**src/rtl/aes_round_scheduler.sv**
```systemverilog
// aes_round_scheduler: sequencing controller for the pipelined AES encryption datapath.
// Walks one block through round-0 load, rounds 1..Nr and a held done handshake.
// Optional feature macro: AES256_SUPPORT_EN (adds the captured key-size bit and
// a 14-round schedule; without it every block runs the AES-128 schedule).
//
// state | meaning
// IDLE  | waiting for start, ready=1
// LOAD  | round 0: plaintext XOR key, first key-gen step
// ROUND | rounds 1..Nr, last_round at Nr
// DONE  | result valid, held until out_ready
module aes_round_scheduler #(
  parameter int ROUNDS_128 = 10,
  parameter int ROUNDS_256 = 14
) (
  input  logic       clk,
  input  logic       rst,
  input  logic       start,
  input  logic       key_size,
  input  logic       abort,
  input  logic       out_ready,
  output logic       ready,
  output logic       busy,
  output logic       load_en,
  output logic       key_gene_en,
  output logic [3:0] round_count,
  output logic       mix_en,
  output logic       last_round,
  output logic       done
);

  typedef enum logic [1:0] {
    S_IDLE  = 2'd0,
    S_LOAD  = 2'd1,
    S_ROUND = 2'd2,
    S_DONE  = 2'd3
  } state_t;

  state_t     r_state;
  state_t     w_state_nxt;
  logic [3:0] r_round;
  logic [3:0] w_round_nxt;
  logic [3:0] w_nr;
  logic       w_accept;

  assign w_accept = (r_state == S_IDLE) && start;

`ifdef AES256_SUPPORT_EN
  logic r_size;

  // Key size is latched only on the accept edge; later changes are ignored.
  always_ff @(posedge clk or posedge rst) begin
    if (rst)           r_size <= 1'b0;
    else if (w_accept) r_size <= key_size;
  end

  assign w_nr = r_size ? 4'(ROUNDS_256) : 4'(ROUNDS_128);
`else
  logic w_unused_key_size;
  assign w_unused_key_size = key_size;
  assign w_nr = 4'(ROUNDS_128);
`endif

  // State and round counter registers.
  always_ff @(posedge clk or posedge rst) begin
    if (rst) begin
      r_state <= S_IDLE;
      r_round <= 4'd0;
    end else begin
      r_state <= w_state_nxt;
      r_round <= w_round_nxt;
    end
  end

  // Next-state and next-round decode; abort overrides every other transition.
  always_comb begin
    w_state_nxt = r_state;
    w_round_nxt = r_round;
    case (r_state)
      S_IDLE: begin
        if (start) begin
          w_state_nxt = S_LOAD;
          w_round_nxt = 4'd0;
        end
      end
      S_LOAD: begin
        w_state_nxt = S_ROUND;
        w_round_nxt = 4'd1;
      end
      S_ROUND: begin
        if (r_round == w_nr) begin
          w_state_nxt = S_DONE;
        end else if (r_round < w_nr) begin
          w_round_nxt = r_round + 4'd1;
        end else begin
          // Counter beyond Nr cannot happen in normal operation; recover.
          w_state_nxt = S_IDLE;
          w_round_nxt = 4'd0;
        end
      end
      S_DONE: begin
        if (out_ready) begin
          w_state_nxt = S_IDLE;
          w_round_nxt = 4'd0;
        end
      end
      default: begin
        w_state_nxt = S_IDLE;
        w_round_nxt = 4'd0;
      end
    endcase
    if (abort && (r_state != S_IDLE)) begin
      w_state_nxt = S_IDLE;
      w_round_nxt = 4'd0;
    end
  end

  // Outputs are pure decodes of state and round counter.
  assign ready       = (r_state == S_IDLE);
  assign busy        = (r_state == S_LOAD) || (r_state == S_ROUND);
  assign load_en     = (r_state == S_LOAD);
  assign mix_en      = (r_state == S_ROUND) && (r_round != w_nr);
  assign key_gene_en = load_en || mix_en;
  assign last_round  = (r_state == S_ROUND) && (r_round == w_nr);
  assign done        = (r_state == S_DONE);
  assign round_count = r_round;

endmodule

```
**config.mk**
```make
export PLATFORM = sky130hd
export DESIGN_NAME = aes_round_scheduler
export DESIGN_NICKNAME = d
export VERILOG_FILES = /design/src/rtl/aes_round_scheduler.sv
export SDC_FILE = /design/constraint.sdc
export NUM_CORES = 1
export LEC_CHECK = 0
export CAP_MARGIN = 5
export CORE_MARGIN = 1.5
export CORE_UTILIZATION = 30
export CTS_CLUSTER_SIZE = 28
export DETAILED_ROUTE_END_ITERATION = 10
export PLACE_DENSITY_LB_ADDON = 0.2
export SKIP_CTS_REPAIR_TIMING = 1
export SYNTH_ARGS = -nofsm -noshare
export SYNTH_HDL_FRONTEND = slang
export SYNTH_SLANG_ARGS = --single-unit
export TNS_END_PERCENT = 100
```
**constraint.sdc**
```tcl
create_clock -name clk -period 1.8 [get_ports clk]
set_input_delay 0.27 -clock clk [delete_from_list [all_inputs] [get_ports clk]]
set_output_delay 0.27 -clock clk [all_outputs]
set_load 0.01 [all_outputs]
```
==> results_dict.tcl <==
set metrics [dict create \
    drt-total-wl_um 1210 \
    first_global_vias 461 \
    p_comb_share_pct 66.6 \
    slew_viol_final 0 \
    dp_hpwl_um 899 \
    numCtsBuffers 3 \
    yosys.area.top_type "dfrtp_1" \
    synth-edff-count 0 \
    path_class "flop to primary output" \
    n_fill_cell 146 \
    multi_input_area_sq_um 320 \
    fp.dieW_um 42.7 \
    ir_worst_vdd_mv 0.501 \
    yosysSeqAreaShare_pct 31.8 \
    critPathMaxStageDelay_ps 370 \
    yosys-top-cells-count "dfrtp_1, ha_1, inv_1" \
    wire_per_inst_um 12.6 \
    cts_sinks 6 \
    fin_skew_ps 1.65 \
    cp.required_ps 1530 \
    pre_cts_slack_ps -39.8 \
    whs_ps 243 \
    yosys_register_bits 6 \
    vias_per_cell 5.01 \
    synthToLayoutAreaGrowth_pct 67.9 \
    cts_tree "built" \
    layout_min_cycle_time_ps 1800 \
    hp-class "primary input to asynchronous set/reset pin" \
    clk_path_buf_depth 2 \
    p_total_mw 0.915 \
    row_count 14 \
    clock_latency_ps 250 \
    cts.clk_slew.worst_paths_ps 40 \
    setup.worst_path.end_class "primary output" \
    powerDensity_nw_per_um2 1160 \
    ys.warnings.count 0 \
    postRouteAntennaNets 0 \
    fin_nets 94 \
    groute.usage.overall_pct 15.9 \
    yosys-top-cells-area "dfrtp_1, ha_1, o31ai_4" \
    switching_share_pct 37.6 \
    pwr-share-clk_pct 13.6 \
    grt_overflow 0 \
    grt_first_pass_wirelength_um 2110 \
    synthArstFlopShare_pct 100 \
    seqPwrFrac_pct 19.8 \
    num_vias 481 \
    worst_pin_slew_ps 523 \
    hold_viol_final 0 \
    dr.pass1.iters 4 \
    synth.top_cell.area_share_pct 31.8 \
    die_h_um 42.7 \
    p_leak_nw 0.428 \
    p_int_mw 0.571 \
    regArea_sq_um 150 \
    grt_max_degree 8 \
    syn_inst 49 \
    reg2regPathDepth 6 \
    synth.avg_cell_area_sq_um 9.63 \
    start_util_pct 31.7 \
    drive_above_1_share_pct 30.0 \
    drt_iter0_drc 8 \
    crit_path_cell_trace "inv_1 > ha_1 > nand2_1 > o21a_1 > or2_2 > dlymetal6s2s_1" \
    clockRootBuffer "clkbuf_4" \
    io_buffers 15 \
    drv_cap 0 \
    core_sq_um 1490 \
    synth_cell_types 23 \
    cp_slowest_cell "dfrtp_1" \
    syn-num-nets 61 \
    crit_arrival_ps 1530 \
    slew_headroom_pct 65.0 \
    drc_errors 0 \
    antennaDiodeCount 0 \
    setup_viol 0 \
    outcome "finished clean" \
    p_sw_mw 0.344 \
    syn_area_sq_um 472 \
    dieArea_sq_um 1820 \
    critPathMaxFanout 2 \
    fmax_mhz 556 \
    rsz0062_at_grt "yes" \
    worst_setup_path_start_kind "flop" \
    antenna_found_initial 0 \
    htree_num_levels 1 \
    fin_crit_sh_pct 99.9 \
    synthFlopType "dfrtp_1" \
    gp_congestion 0.740 \
    pin_count 17 \
    worst_slack_ps 1.61 \
]
==> power by group through the flow <==
stage / registers [mW] / clock network, mW / logic (mW)
after detailed placement: 0.185 / 0 / 0.566
after global placement: 0.185 / 0 / 0.561
after global routing: 0.183 / 0.140 / 0.682
final: 0.181 / 0.125 / 0.609
after CTS: 0.184 / 0.131 / 0.571
after floorplan: 0.190 / 0 / 0.300
==> flip-flops by register name, indices dropped and copies added (netlist names) <==
signal,cells
r_state,2
round_count,4
==> worst paths after layout <==
| path | slack [ps] | to | from |
|---|---|---|---|
| max | 2 | key_gene_en | round_count[0]$_DFFE_PP0P_ |
| min | 240 | round_count[3]$_DFFE_PP0P_ | rst |
| max reg2reg | 60 | round_count[1]$_DFFE_PP0P_ | round_count[0]$_DFFE_PP0P_ |
| min reg2reg | 570 | r_state[1]$_DFFE_PP0P_ | r_state[1]$_DFFE_PP0P_ |
| max in group asynchronous | 1360 | round_count[0]$_DFFE_PP0P_ | rst |
| min in group clk | 570 | r_state[1]$_DFFE_PP0P_ | r_state[1]$_DFFE_PP0P_ |
==> area by class of cell <==
class | count | area share [%]
well taps | 16 | 2.53
clock buffers | 3 | 2.84
flip-flops and latches | 6 | 19.0
repair buffers | 28 | 32.9
multi-input cells | 38 | 40.4
inverters | 5 | 2.37
==> critical path, delay by kind of cell, from the launching register on <==
kind,cells,cell delay (ps)
buffers and inverters,2,250
adders and majority gates,1,160
DFF,1,370
and+or+nand+nor,2,320
AOI/OAI and AO/OA,1,170
==> cell usage in the layout (no fill, tap or decap), drive strengths merged <==
cell / count
buf: 13
clkdlybuf4s50: 10
dfrtp: 6
ha: 6
inv: 5
dlymetal6s2s: 5
o21ai: 5
nand2: 3
clkbuf: 3
nor2b: 3
nand4: 2
a22o: 2
a211oi: 2
a21oi: 2
nor2: 2
o31ai: 2
nand2b: 1
and4b: 1
nor3b: 1
a41oi: 1
o21a: 1
or2: 1
nor3: 1
mux2i: 1
mux2: 1
==> per-stage QoR <==
| stage | cell area [sq um] | utilization [%] | instances | TNS, ps |
|---|---|---|---|---|
| 2_1_floorplan | 472 | - | 49 | 0 |
| 3_3_place_gp | 717 | 48.2 | 90 | -53.2 |
| 3_5_place_dp | 717 | 48.2 | 90 | -39.8 |
| 4_1_cts | 739 | 49.7 | 93 | -821 |
| 5_1_grt | 792 | 53.2 | 96 | -171 |
| 6_report | 792 | 53.2 | 96 | 0 |
==> logic make-up (layout without fill, tap and decap cells) <==
logic type | count (synthesis) | in the layout | synth area share [%]
AO/OA/AOI/OAI | 15 | 15 | 23.9
AND/OR/NAND/NOR | 15 | 15 | 19.9
buffers and inverters | 5 | 36 | 3.98
multiplexers | 2 | 2 | 4.51
flip-flops | 6 | 6 | 31.8
adder cells (fa/ha/maj) | 6 | 6 | 15.9
==> layer usage <==
metal	wire, um	up-vias	track usage, %
met4	0	0	5.63
met3	65	0	6.81
met5	0	-	0
li1	-	242	-
met1	542	229	20.0
met2	596	10	24.2
(Power assumes the default switching activity.)
